===== config.mk =====
export PLATFORM = sky130hd
export DESIGN_NAME = wallace_mac_flat
export DESIGN_NICKNAME = d
export VERILOG_FILES = /design/src/rtl/wallace_mac_if.sv /design/src/rtl/wallace_mac.sv /design/src/flat_wrapper.sv
export SDC_FILE = /design/constraint.sdc
export NUM_CORES = 1
export LEC_CHECK = 0
export CAP_MARGIN = 20
export CORE_MARGIN = 2
export CORE_UTILIZATION = 60
export DETAILED_ROUTE_END_ITERATION = 8
export PLACE_DENSITY = 0.82
export SLEW_MARGIN = 40
export SYNTH_ARGS = -nofsm -noshare
export SYNTH_HDL_FRONTEND = slang
export SYNTH_SLANG_ARGS = --single-unit

===== constraint.sdc =====
create_clock -name clk -period 13.4 [get_ports clk]
set_input_delay 2.68 -clock clk [delete_from_list [all_inputs] [get_ports clk]]
set_output_delay 2.68 -clock clk [all_outputs]
set_load 0.05 [all_outputs]

===== src/rtl/wallace_mac_if.sv =====
// Operand/result handshake bundle for the wallace_mac dot-product stage.
interface wallace_mac_if #(
    parameter int ACC_W = 24,
    parameter int CNT_W = 8
);
    logic             in_valid;
    logic             in_ready;
    logic [7:0]       in_a;
    logic [7:0]       in_b;
    logic             in_last;
    logic             out_valid;
    logic             out_ready;
    logic [ACC_W-1:0] out_data;
    logic [CNT_W-1:0] out_count;
    logic             out_ovf;

    modport master (
        output in_valid, in_a, in_b, in_last, out_ready,
        input  in_ready, out_valid, out_data, out_count, out_ovf
    );

    modport slave (
        input  in_valid, in_a, in_b, in_last, out_ready,
        output in_ready, out_valid, out_data, out_count, out_ovf
    );
endinterface


===== src/rtl/wallace_mac.sv =====
// Three-stage unsigned 8x8 multiply-accumulate over in_last-delimited vectors.
// S1 operand regs, S2 Wallace product reg, S3 accumulator and result reg.
module wallace_mac #(
    parameter int ACC_W = 24,
    parameter int CNT_W = 8
) (
    input  logic          clk,
    input  logic          rst,
    wallace_mac_if.slave  bus
);

    function automatic logic [15:0] maj(
        input logic [15:0] x,
        input logic [15:0] y,
        input logic [15:0] z
    );
        logic [15:0] m;
        m = (x & y) | (x & z) | (y & z);
        return {m[14:0], 1'b0};
    endfunction

    // Word-level Wallace reduction: 8 rows -> 6 -> 4 -> 3 -> 2, then one adder.
    function automatic logic [15:0] wallace(
        input logic [7:0] x,
        input logic [7:0] y
    );
        logic [15:0] pp [8];
        logic [15:0] s0, c0, s1, c1, s2, c2;
        logic [15:0] s3, c3, s4, c4, s5, c5;
        for (int i = 0; i < 8; i++) begin
            pp[i] = {8'h00, y & {8{x[i]}}} << i;
        end
        s0 = pp[0] ^ pp[1] ^ pp[2];
        c0 = maj(pp[0], pp[1], pp[2]);
        s1 = pp[3] ^ pp[4] ^ pp[5];
        c1 = maj(pp[3], pp[4], pp[5]);
        s2 = s0 ^ c0 ^ s1;
        c2 = maj(s0, c0, s1);
        s3 = c1 ^ pp[6] ^ pp[7];
        c3 = maj(c1, pp[6], pp[7]);
        s4 = s2 ^ c2 ^ s3;
        c4 = maj(s2, c2, s3);
        s5 = s4 ^ c4 ^ c3;
        c5 = maj(s4, c4, c3);
        return s5 + c5;
    endfunction

    logic             s1_valid;
    logic             s1_last;
    logic [7:0]       s1_a;
    logic [7:0]       s1_b;
    logic             s2_valid;
    logic             s2_last;
    logic [15:0]      s2_prod;
    logic [ACC_W-1:0] acc;
    logic [CNT_W-1:0] cnt;
    logic             ovf;
    logic             o_valid;
    logic [ACC_W-1:0] o_data;
    logic [CNT_W-1:0] o_count;
    logic             o_ovf;
    logic             stall;
    logic [ACC_W:0]   sum;
    logic [CNT_W-1:0] cnt_nx;

    assign stall  = o_valid & ~bus.out_ready & s2_valid & s2_last;
    assign sum    = {1'b0, acc} + {{(ACC_W - 15){1'b0}}, s2_prod};
    assign cnt_nx = cnt + CNT_W'(1);

    assign bus.in_ready  = ~stall;
    assign bus.out_valid = o_valid;
    assign bus.out_data  = o_data;
    assign bus.out_count = o_count;
    assign bus.out_ovf   = o_ovf;

    always_ff @(posedge clk or posedge rst) begin
        if (rst) begin
            s1_valid <= 1'b0;
            s1_last  <= 1'b0;
            s1_a     <= '0;
            s1_b     <= '0;
            s2_valid <= 1'b0;
            s2_last  <= 1'b0;
            s2_prod  <= '0;
            acc      <= '0;
            cnt      <= '0;
            ovf      <= 1'b0;
            o_valid  <= 1'b0;
            o_data   <= '0;
            o_count  <= '0;
            o_ovf    <= 1'b0;
        end else begin
            if (bus.out_ready) begin
                o_valid <= 1'b0;
            end
            if (!stall) begin
                s1_valid <= bus.in_valid;
                s1_last  <= bus.in_last;
                s1_a     <= bus.in_a;
                s1_b     <= bus.in_b;
                s2_valid <= s1_valid;
                s2_last  <= s1_last;
                s2_prod  <= wallace(s1_a, s1_b);
                if (s2_valid && !s2_last) begin
                    acc <= sum[ACC_W-1:0];
                    cnt <= cnt_nx;
                    ovf <= ovf | sum[ACC_W];
                end else if (s2_valid && s2_last) begin
                    o_data  <= sum[ACC_W-1:0];
                    o_count <= cnt_nx;
                    o_ovf   <= ovf | sum[ACC_W];
                    o_valid <= 1'b1;
                    acc     <= '0;
                    cnt     <= '0;
                    ovf     <= 1'b0;
                end
            end
        end
    end

endmodule


===== src/flat_wrapper.sv =====
// flat-port wrapper written by rule: the top's interface ports become plain ports
module wallace_mac_flat 
#(
    parameter int ACC_W = 24,
    parameter int CNT_W = 8
)
  (clk, rst, bus_in_valid, bus_in_a, bus_in_b, bus_in_last, bus_out_ready, bus_in_ready, bus_out_valid, bus_out_data, bus_out_count, bus_out_ovf);
  wallace_mac_if #(.ACC_W(ACC_W), .CNT_W(CNT_W)) bus_i ();
  input  logic clk;
  input  logic rst;
  input wire logic [$bits(bus_i.in_valid)-1:0] bus_in_valid;
  input wire logic [$bits(bus_i.in_a)-1:0] bus_in_a;
  input wire logic [$bits(bus_i.in_b)-1:0] bus_in_b;
  input wire logic [$bits(bus_i.in_last)-1:0] bus_in_last;
  input wire logic [$bits(bus_i.out_ready)-1:0] bus_out_ready;
  output wire logic [$bits(bus_i.in_ready)-1:0] bus_in_ready;
  output wire logic [$bits(bus_i.out_valid)-1:0] bus_out_valid;
  output wire logic [$bits(bus_i.out_data)-1:0] bus_out_data;
  output wire logic [$bits(bus_i.out_count)-1:0] bus_out_count;
  output wire logic [$bits(bus_i.out_ovf)-1:0] bus_out_ovf;
  assign bus_i.in_valid = bus_in_valid;
  assign bus_i.in_a = bus_in_a;
  assign bus_i.in_b = bus_in_b;
  assign bus_i.in_last = bus_in_last;
  assign bus_i.out_ready = bus_out_ready;
  assign bus_in_ready = bus_i.in_ready;
  assign bus_out_valid = bus_i.out_valid;
  assign bus_out_data = bus_i.out_data;
  assign bus_out_count = bus_i.out_count;
  assign bus_out_ovf = bus_i.out_ovf;
  wallace_mac #(.ACC_W(ACC_W), .CNT_W(CNT_W)) u_core (.clk(clk), .rst(rst), .bus(bus_i));
endmodule

==> impl_summary.txt, run 1 <==
----------------------------------------------------
[Yosys]
  Async S/R FF share, synth ... 1.00
  Synth Flop Type ... sky130_fd_sc_hd__dfrtp_1
  Number of enable flip-flop cells after synthesis ... 0
  Mapped cell area ... 6820 sq um
  Number of synthesized register bits ... 103
  Share of synthesized area occupied by flip-flops and latches ... 0.378
  Synthesized netlist net count ... 844
  Distinct cell type count of the synthesized netlist ... 53
  Mean instance size in the synthesized netlist ... 9.20 sq um
  Yosys Warn Count ... 0
  Synth Instances ... 741

[Job]
  Max-cap viol count ... 0

[Detailed routing]
  Total number of vias ... 5,209
  Number of vias per cell ... 5.65
  Number of routed nets with antenna violations ... 0
  Number of violations reported at the end of detailed-routing iteration 0 ... 343
  DRC violation count after routing ... 0
  Avg WL per Cell ... 14.7 microns
  Wire length reported by the detailed router ... 13,500 microns
  Number of iterations in the first detailed-routing pass ... 5

[Layout]
  Most frequent cells in the layout ... sky130_fd_sc_hd__nand2_1, sky130_fd_sc_hd__dfrtp_1, sky130_fd_sc_hd__clkdlybuf4s50_1
  Area of the multi-input gates ... 3940 sq um
  Non-filler cells, final ... 922
  Most common cell after layout, fill and taps aside ... sky130_fd_sc_hd__nand2_1
  Antenna diodes ... 0
  Layout cell share with drive strength beyond 1 ... 0.0435
  Post-layout nets ... 880
  Sequential standard cell area ... 2580 sq um
  Fillers ... 853
  Post-synthesis to final-layout area growth ... 13.5%

[Clock network]
  Clock latency on the worst-skew pair ... 0.36 ns
  Total clock buffers created by CTS ... 9
  CTS tree ... built
  Clock transition at the registers of the reported paths ... 0.07 ns
  Post-CTS setup-driven buffer insertion count ... 0
  Post-CTS sizing ... 0
  Clock root buffer ... sky130_fd_sc_hd__clkbuf_16
  Clock buffer depth ... 2
  Hold-fix buffers, CTS ... 0
  H-tree Lvls ... 3
  Clock Sink Count ... 103

[STA]
  FMAX ... 129 MHz
  Relative max-transition margin ... 0.515
  Min Tclk post-route ... 7.72 ns
  Worst Max-Slew Pin Slew ... 0.728 ns
  Part of the cycle the worst path needs ... 0.576
  RSZ-0062 raised after global routing ... no
  Number of setup violations in the final report ... 0
  Setup_tns ... 0 ns
  Endpoints failing hold ... 0
  Max-slew violations ... 0
  Worst clock skew ... 0.00613 ns

[Power and ir drop]
  Leak pwr ... 3.68 nW
  Cell Pwr Density ... 206 nW/um^2
  Post-layout total power ... 1.60 mW
  Peak supply drop ... 0.138 mV

[Global route]
  Vias in the first global route ... 5,121
  GRT Resource Usage Total ... 0.231
  Overflow left after global routing ... 0
  Pin count of the biggest net entering global routing ... 88
  First-pass GRT wire length ... 23,300 microns
  Initial antenna violation count ... 0

[Die]
  Die area ... 12,200 sq um
  Effective utilization at floorplan ... 0.621
  Height of the chip ... 111 microns
  Chip Width ... 111 microns
  I/O pin count ... 56
  CORE AREA ... 11,000 sq um
  Row cnt ... 38

[Place]
  Last weighted congestion value of the routability-driven placer ... 0.880
  Post-Place Cells ... 906
  HPWL after DPL ... 9910 microns
  Number of buffers inserted by port buffering ... 55

[Setup path]
  Worst reg-to-reg setup slack ... 8.93 ns
  Category of the worst setup path launch point ... input port
  CP dominant cell by count ... sky130_fd_sc_hd__clkdlybuf4s50_1
  Arrival time of the worst setup path ... 5.04 ns
  Crit path cell chain ... clkdlybuf4s50_1 -> nand2b_1 -> nor2_2 -> buf_4 -> inv_2 -> clkdlybuf4s50_1
  Critical path class ... in2out
  Max FO, Critical Path ... 41
  Critical path's largest stage delay ... 0.95 ns
  Crit end category ... output port
  Required time at the endpoint of the critical path ... 10.72 ns
  Crit path max-delay cell type ... sky130_fd_sc_hd__clkdlybuf4s50_1
  Sum of buffers and inverters on the critical path ... 4
  Top cell family by delay on the critical path ... buffers and inverters

[Outcome]
  Run status ... finished, final reports clean

[Worst hold path]
  Hold/Removal Path Class ... reg2reg

----------------------------------------------------
==> flip-flops by register name, summed over array words and instances, names as in the netlist <==
name / flops
u_core.bus.out_count: 8
u_core.s1_valid: 1
u_core.bus.out_ovf: 1
u_core.acc: 24
u_core.s1_last: 1
u_core.cnt: 8
u_core.bus.out_data: 24
u_core.s1_b: 8
u_core.s1_a: 8
u_core.s2_valid: 1
u_core.s2_last: 1
u_core.s2_prod: 16
u_core.ovf: 1
u_core.bus.out_valid: 1
==> tightest hold or removal path: stages (launching register included) <==
cell                      delay [ns]
sky130_fd_sc_hd__dfrtp_1        0.34
sky130_fd_sc_hd__nand2_1        0.05
sky130_fd_sc_hd__nand2_1        0.05
==> final timing paths <==
check / from / to / depth (start not counted)
max: bus_out_ready / bus_in_ready / 6
min: u_core.s1_valid / u_core.s1_valid / 2
max reg2reg: u_core.s1_b[5] / u_core.s2_prod[13] / 15
min reg2reg: u_core.s1_valid / u_core.s1_valid / 2
max in group asynchronous: rst / u_core.s2_prod[10] / 3
min in group asynchronous: rst / u_core.s1_a[1] / 2
==> power breakdown <==
| group | internal, mW | total [mW] | switching (mW) | leakage [nW] |
|---|---|---|---|---|
| logic | 0.355 | 0.893 | 0.538 | 2.24 |
| registers | 0.394 | 0.452 | 0.0578 | 1.31 |
| clock network | 0.132 | 0.251 | 0.119 | 0.132 |
==> kinds of logic (layout without fill, tap and decap cells) <==
family,Yosys count,after routing,share of synthesized area
XOR/XNOR,34,34,0.0437
AND/OR/NAND/NOR,294,294,0.195
adder cells (fa/ha/maj),82,82,0.195
AO/OA/AOI/OAI,147,147,0.138
buffers and inverters,77,118,0.0437
multiplexers,4,4,0.00697
flip-flops,103,103,0.378
==> per-layer routing <==
layer | share of wire | vias up | track usage
met5 | 0 | - | 0
met4 | 0.022 | 0 | 0.106
li1 | - | 2540 | -
met1 | 0.43 | 2511 | 0.291
met2 | 0.51 | 137 | 0.394
met3 | 0.038 | 21 | 0.0329
==> stage by stage <==
step	utilization	hold WS, ns	setup slack, ns	cell area [sq um]
6_report	0.705	0.468	5.68	7740
5_1_grt	0.705	0.501	5.55	7740
4_1_cts	0.704	0.468	5.67	7740
3_5_place_dp	0.679	0.453	5.67	7450
3_3_place_gp	0.678	0.444	5.73	7450
2_1_floorplan	-	0.430	6.82	6820
==> synthesized netlist by cell type (3+ instances only) <==
library cell	count	area, sq um
sky130_fd_sc_hd__a31oi_1	10	62.6
sky130_fd_sc_hd__o21ai_0	45	225
sky130_fd_sc_hd__a22o_1	13	114
sky130_fd_sc_hd__o21ai_1	6	30.0
sky130_fd_sc_hd__o211ai_1	4	30.0
sky130_fd_sc_hd__clkbuf_1	26	97.6
sky130_fd_sc_hd__xor2_1	13	114
sky130_fd_sc_hd__ha_1	42	526
sky130_fd_sc_hd__and3_1	6	37.5
sky130_fd_sc_hd__a211oi_1	3	22.5
sky130_fd_sc_hd__and2_1	44	275
sky130_fd_sc_hd__o21bai_1	6	45.0
sky130_fd_sc_hd__inv_1	40	150
sky130_fd_sc_hd__nor3_1	4	20.0
sky130_fd_sc_hd__buf_1	3	11.3
sky130_fd_sc_hd__buf_2	7	35.0
sky130_fd_sc_hd__o21a_1	3	22.5
sky130_fd_sc_hd__nor2_1	19	71.3
sky130_fd_sc_hd__a21oi_1	32	160
sky130_fd_sc_hd__nand2b_1	7	43.8
sky130_fd_sc_hd__xnor2_1	21	184
sky130_fd_sc_hd__fa_1	40	801
sky130_fd_sc_hd__dfrtp_1	103	2580
sky130_fd_sc_hd__a21o_1	10	75.1
sky130_fd_sc_hd__nand3_1	10	50.1
sky130_fd_sc_hd__nand4_1	9	56.3
sky130_fd_sc_hd__nand2_1	183	687
==> area by class of cell <==
class / count / share of cell area
clock buffers: 11 / 0.0314
clock inverters: 5 / 0.00534
inverters: 41 / 0.0202
multi-input cells: 561 / 0.510
flip-flops and latches: 103 / 0.333
well taps: 140 / 0.0226
repair buffers: 61 / 0.0778
Note: power is estimated with default switching activity, not from simulation.
==> run 2, diff against run 1 <==
Settings changed: CORE_UTILIZATION 60 to 59, PLACE_DENSITY 0.82 to 0.81.
Clock period 13.4 ns to 7.2 ns, I/O delays scaled along.
==> run 2 against run 1 <==
Routed wire length up 4.6%. Hold slack better by 0.0044 ns. Global-route usage up 0.92 points. Cell area up 0.76%. Count of clock-buffer cells in the layout up 1. Highest routed layer unchanged. Via count up 1.8%. Largest power group unchanged. Critical endpoint unchanged. Die area up 1.6%.
==> impl_summary.txt, run 2 (synthesis results as in run 1) <==
----------------------------------------------------
[Outcome]
  Run status ... finished, final reports clean

[Clock network]
  CTS tree ... built
  H-tree Lvls ... 3
  Total clock buffers created by CTS ... 9
  Clock Sink Count ... 103
  Clock buffer depth ... 2
  Clock latency on the worst-skew pair ... 0.36 ns
  Hold-fix buffers, CTS ... 0
  Clock root buffer ... sky130_fd_sc_hd__clkbuf_16
  Post-CTS setup-driven buffer insertion count ... 0
  Clock transition at the registers of the reported paths ... 0.06 ns
  Post-CTS sizing ... 0

[Die]
  Row cnt ... 39
  Die area ... 12,400 sq um
  Chip Width ... 111 microns
  Effective utilization at floorplan ... 0.600
  Height of the chip ... 111 microns
  CORE AREA ... 11,400 sq um
  I/O pin count ... 56

[STA]
  Max-slew violations ... 0
  Relative max-transition margin ... 0.523
  Worst Max-Slew Pin Slew ... 0.716 ns
  Worst-case setup margin in the final layout ... 1.99 ns
  RSZ-0062 raised after global routing ... no
  FMAX ... 192 MHz
  Number of setup violations in the final report ... 0
  Part of the cycle the worst path needs ... 0.723
  Endpoints failing hold ... 0
  Worst clock skew ... 0.00709 ns
  Min Tclk post-route ... 5.21 ns
  Setup_tns ... 0 ns

[Worst hold path]
  Worst-case hold path end point ... u_core.bus.out_data[15]
  Worst Hold Path Cells ... 2
  Hold/Removal Path Class ... reg2reg
  Critical hold path startpoint ... u_core.bus.out_data[15]

[Global route]
  Vias in the first global route ... 5,331
  Pin count of the biggest net entering global routing ... 59
  Initial antenna violation count ... 0
  First-pass GRT wire length ... 24,400 microns
  Overflow left after global routing ... 0
  GRT Resource Usage Total ... 0.240

[Setup path]
  Required time at the endpoint of the critical path ... 5.76 ns
  Crit end category ... output port
  Max FO, Critical Path ... 41
  Critical path class ... in2out
  Worst reg-to-reg setup slack ... 2.70 ns
  Worst flop-to-flop path endpoint ... u_core.s2_prod[13]
  Cells on worst reg2reg path ... 15
  Beginning of the worst register-to-register path ... u_core.s1_b[5]
  Arrival time of the worst setup path ... 3.77 ns
  Category of the worst setup path launch point ... input port

[Detailed routing]
  DRC violation count after routing ... 0
  Number of vias per cell ... 5.73
  Number of routed nets with antenna violations ... 0
  Number of violations reported at the end of detailed-routing iteration 0 ... 281
  Total number of vias ... 5,302
  Avg WL per Cell ... 15.3 microns
  Number of iterations in the first detailed-routing pass ... 5
  Wire length reported by the detailed router ... 14,200 microns

[Power and ir drop]
  Switching fraction of total power ... 0.439
  Internal power ... 1.72 mW
  Switching power ... 1.35 mW
  Share of power burned in registers ... 0.275
  Cell Pwr Density ... 394 nW/um^2
  Relative contribution of combinational cells to total power ... 0.549
  Leak pwr ... 3.71 nW
  Peak supply drop ... 0.275 mV
  Clock network power share ... 0.176

[Place]
  Last weighted congestion value of the routability-driven placer ... 0.865
  Number of buffers inserted by port buffering ... 55
  Post-Place Cells ... 910
  Setup slack after placement ... 1.99 ns
  HPWL after DPL ... 10,100 microns

[Layout]
  Most frequent cells in the layout ... sky130_fd_sc_hd__nand2_1, sky130_fd_sc_hd__dfrtp_1, sky130_fd_sc_hd__clkdlybuf4s50_1
  Antenna diodes ... 0
  Layout cell share with drive strength beyond 1 ... 0.0473
  Most common cell after layout, fill and taps aside ... sky130_fd_sc_hd__nand2_1
  Fillers ... 867
  Final Core Density ... 0.686
  Post-synthesis to final-layout area growth ... 14.4%
  Non-filler cells, final ... 926
  Post-layout nets ... 881

[Job]
  Max-cap viol count ... 0

----------------------------------------------------
run 2: area by class of cell:
class	count	area, sq um	area share
clock buffers	12	256	0.0329
clock inverters	4	76.3	0.00979
inverters	41	156	0.0201
multi-input cells	561	3950	0.506
flip-flops and latches	103	2580	0.331
well taps	143	179	0.0229
repair buffers	62	603	0.0773
run 2: how the worst max path moves through the flow:
stage / endpoint / startpoint / slack, ns
6_report: bus_in_ready / bus_out_ready / 1.99
5_1_grt: bus_in_ready / bus_out_ready / 1.86
4_1_cts: bus_in_ready / bus_out_ready / 1.98
3_5_place_dp: bus_in_ready / bus_out_ready / 1.99
3_3_place_gp: bus_in_ready / bus_out_ready / 2.02
2_1_floorplan: u_core.s2_prod[13] / u_core.s1_b[4] / 2.98
run 2: routing by layer:
layer	GRT usage	part of all wire	vias to the layer above
met5	0	0	-
met4	0.116	0.021	0
met3	0.0403	0.044	30
li1	-	-	2544
met2	0.414	0.51	146
met1	0.294	0.43	2582
run 2: worst max-delay path, cell delays in order:
cell	delay, ns
sky130_fd_sc_hd__clkdlybuf4s50_1	0.44
sky130_fd_sc_hd__nand2b_1	0.13
sky130_fd_sc_hd__nor2_2	0.04
sky130_fd_sc_hd__buf_4	0.23
sky130_fd_sc_hd__inv_2	0.53
sky130_fd_sc_hd__clkdlybuf4s50_1	0.93
run 2: through the flow:
step	cell area [sq um]	power (mW)	hold slack [ns]
CTS	7790	3.08	0.478
finish	7800	3.07	0.473
global placement	7460	2.45	0.444
detailed placement	7460	2.52	0.454
global route	7800	3.31	0.502
floorplan	6820	2.12	0.430
run 2: power by group through the flow:
stage,Combinational (mW),Sequential (mW),Clock [mW]
3_5_place_dp,1.67,0.852,0
5_1_grt,1.87,0.863,0.574
3_3_place_gp,1.60,0.843,0
4_1_cts,1.68,0.843,0.551
2_1_floorplan,1.11,1.01,0
6_report,1.69,0.844,0.542
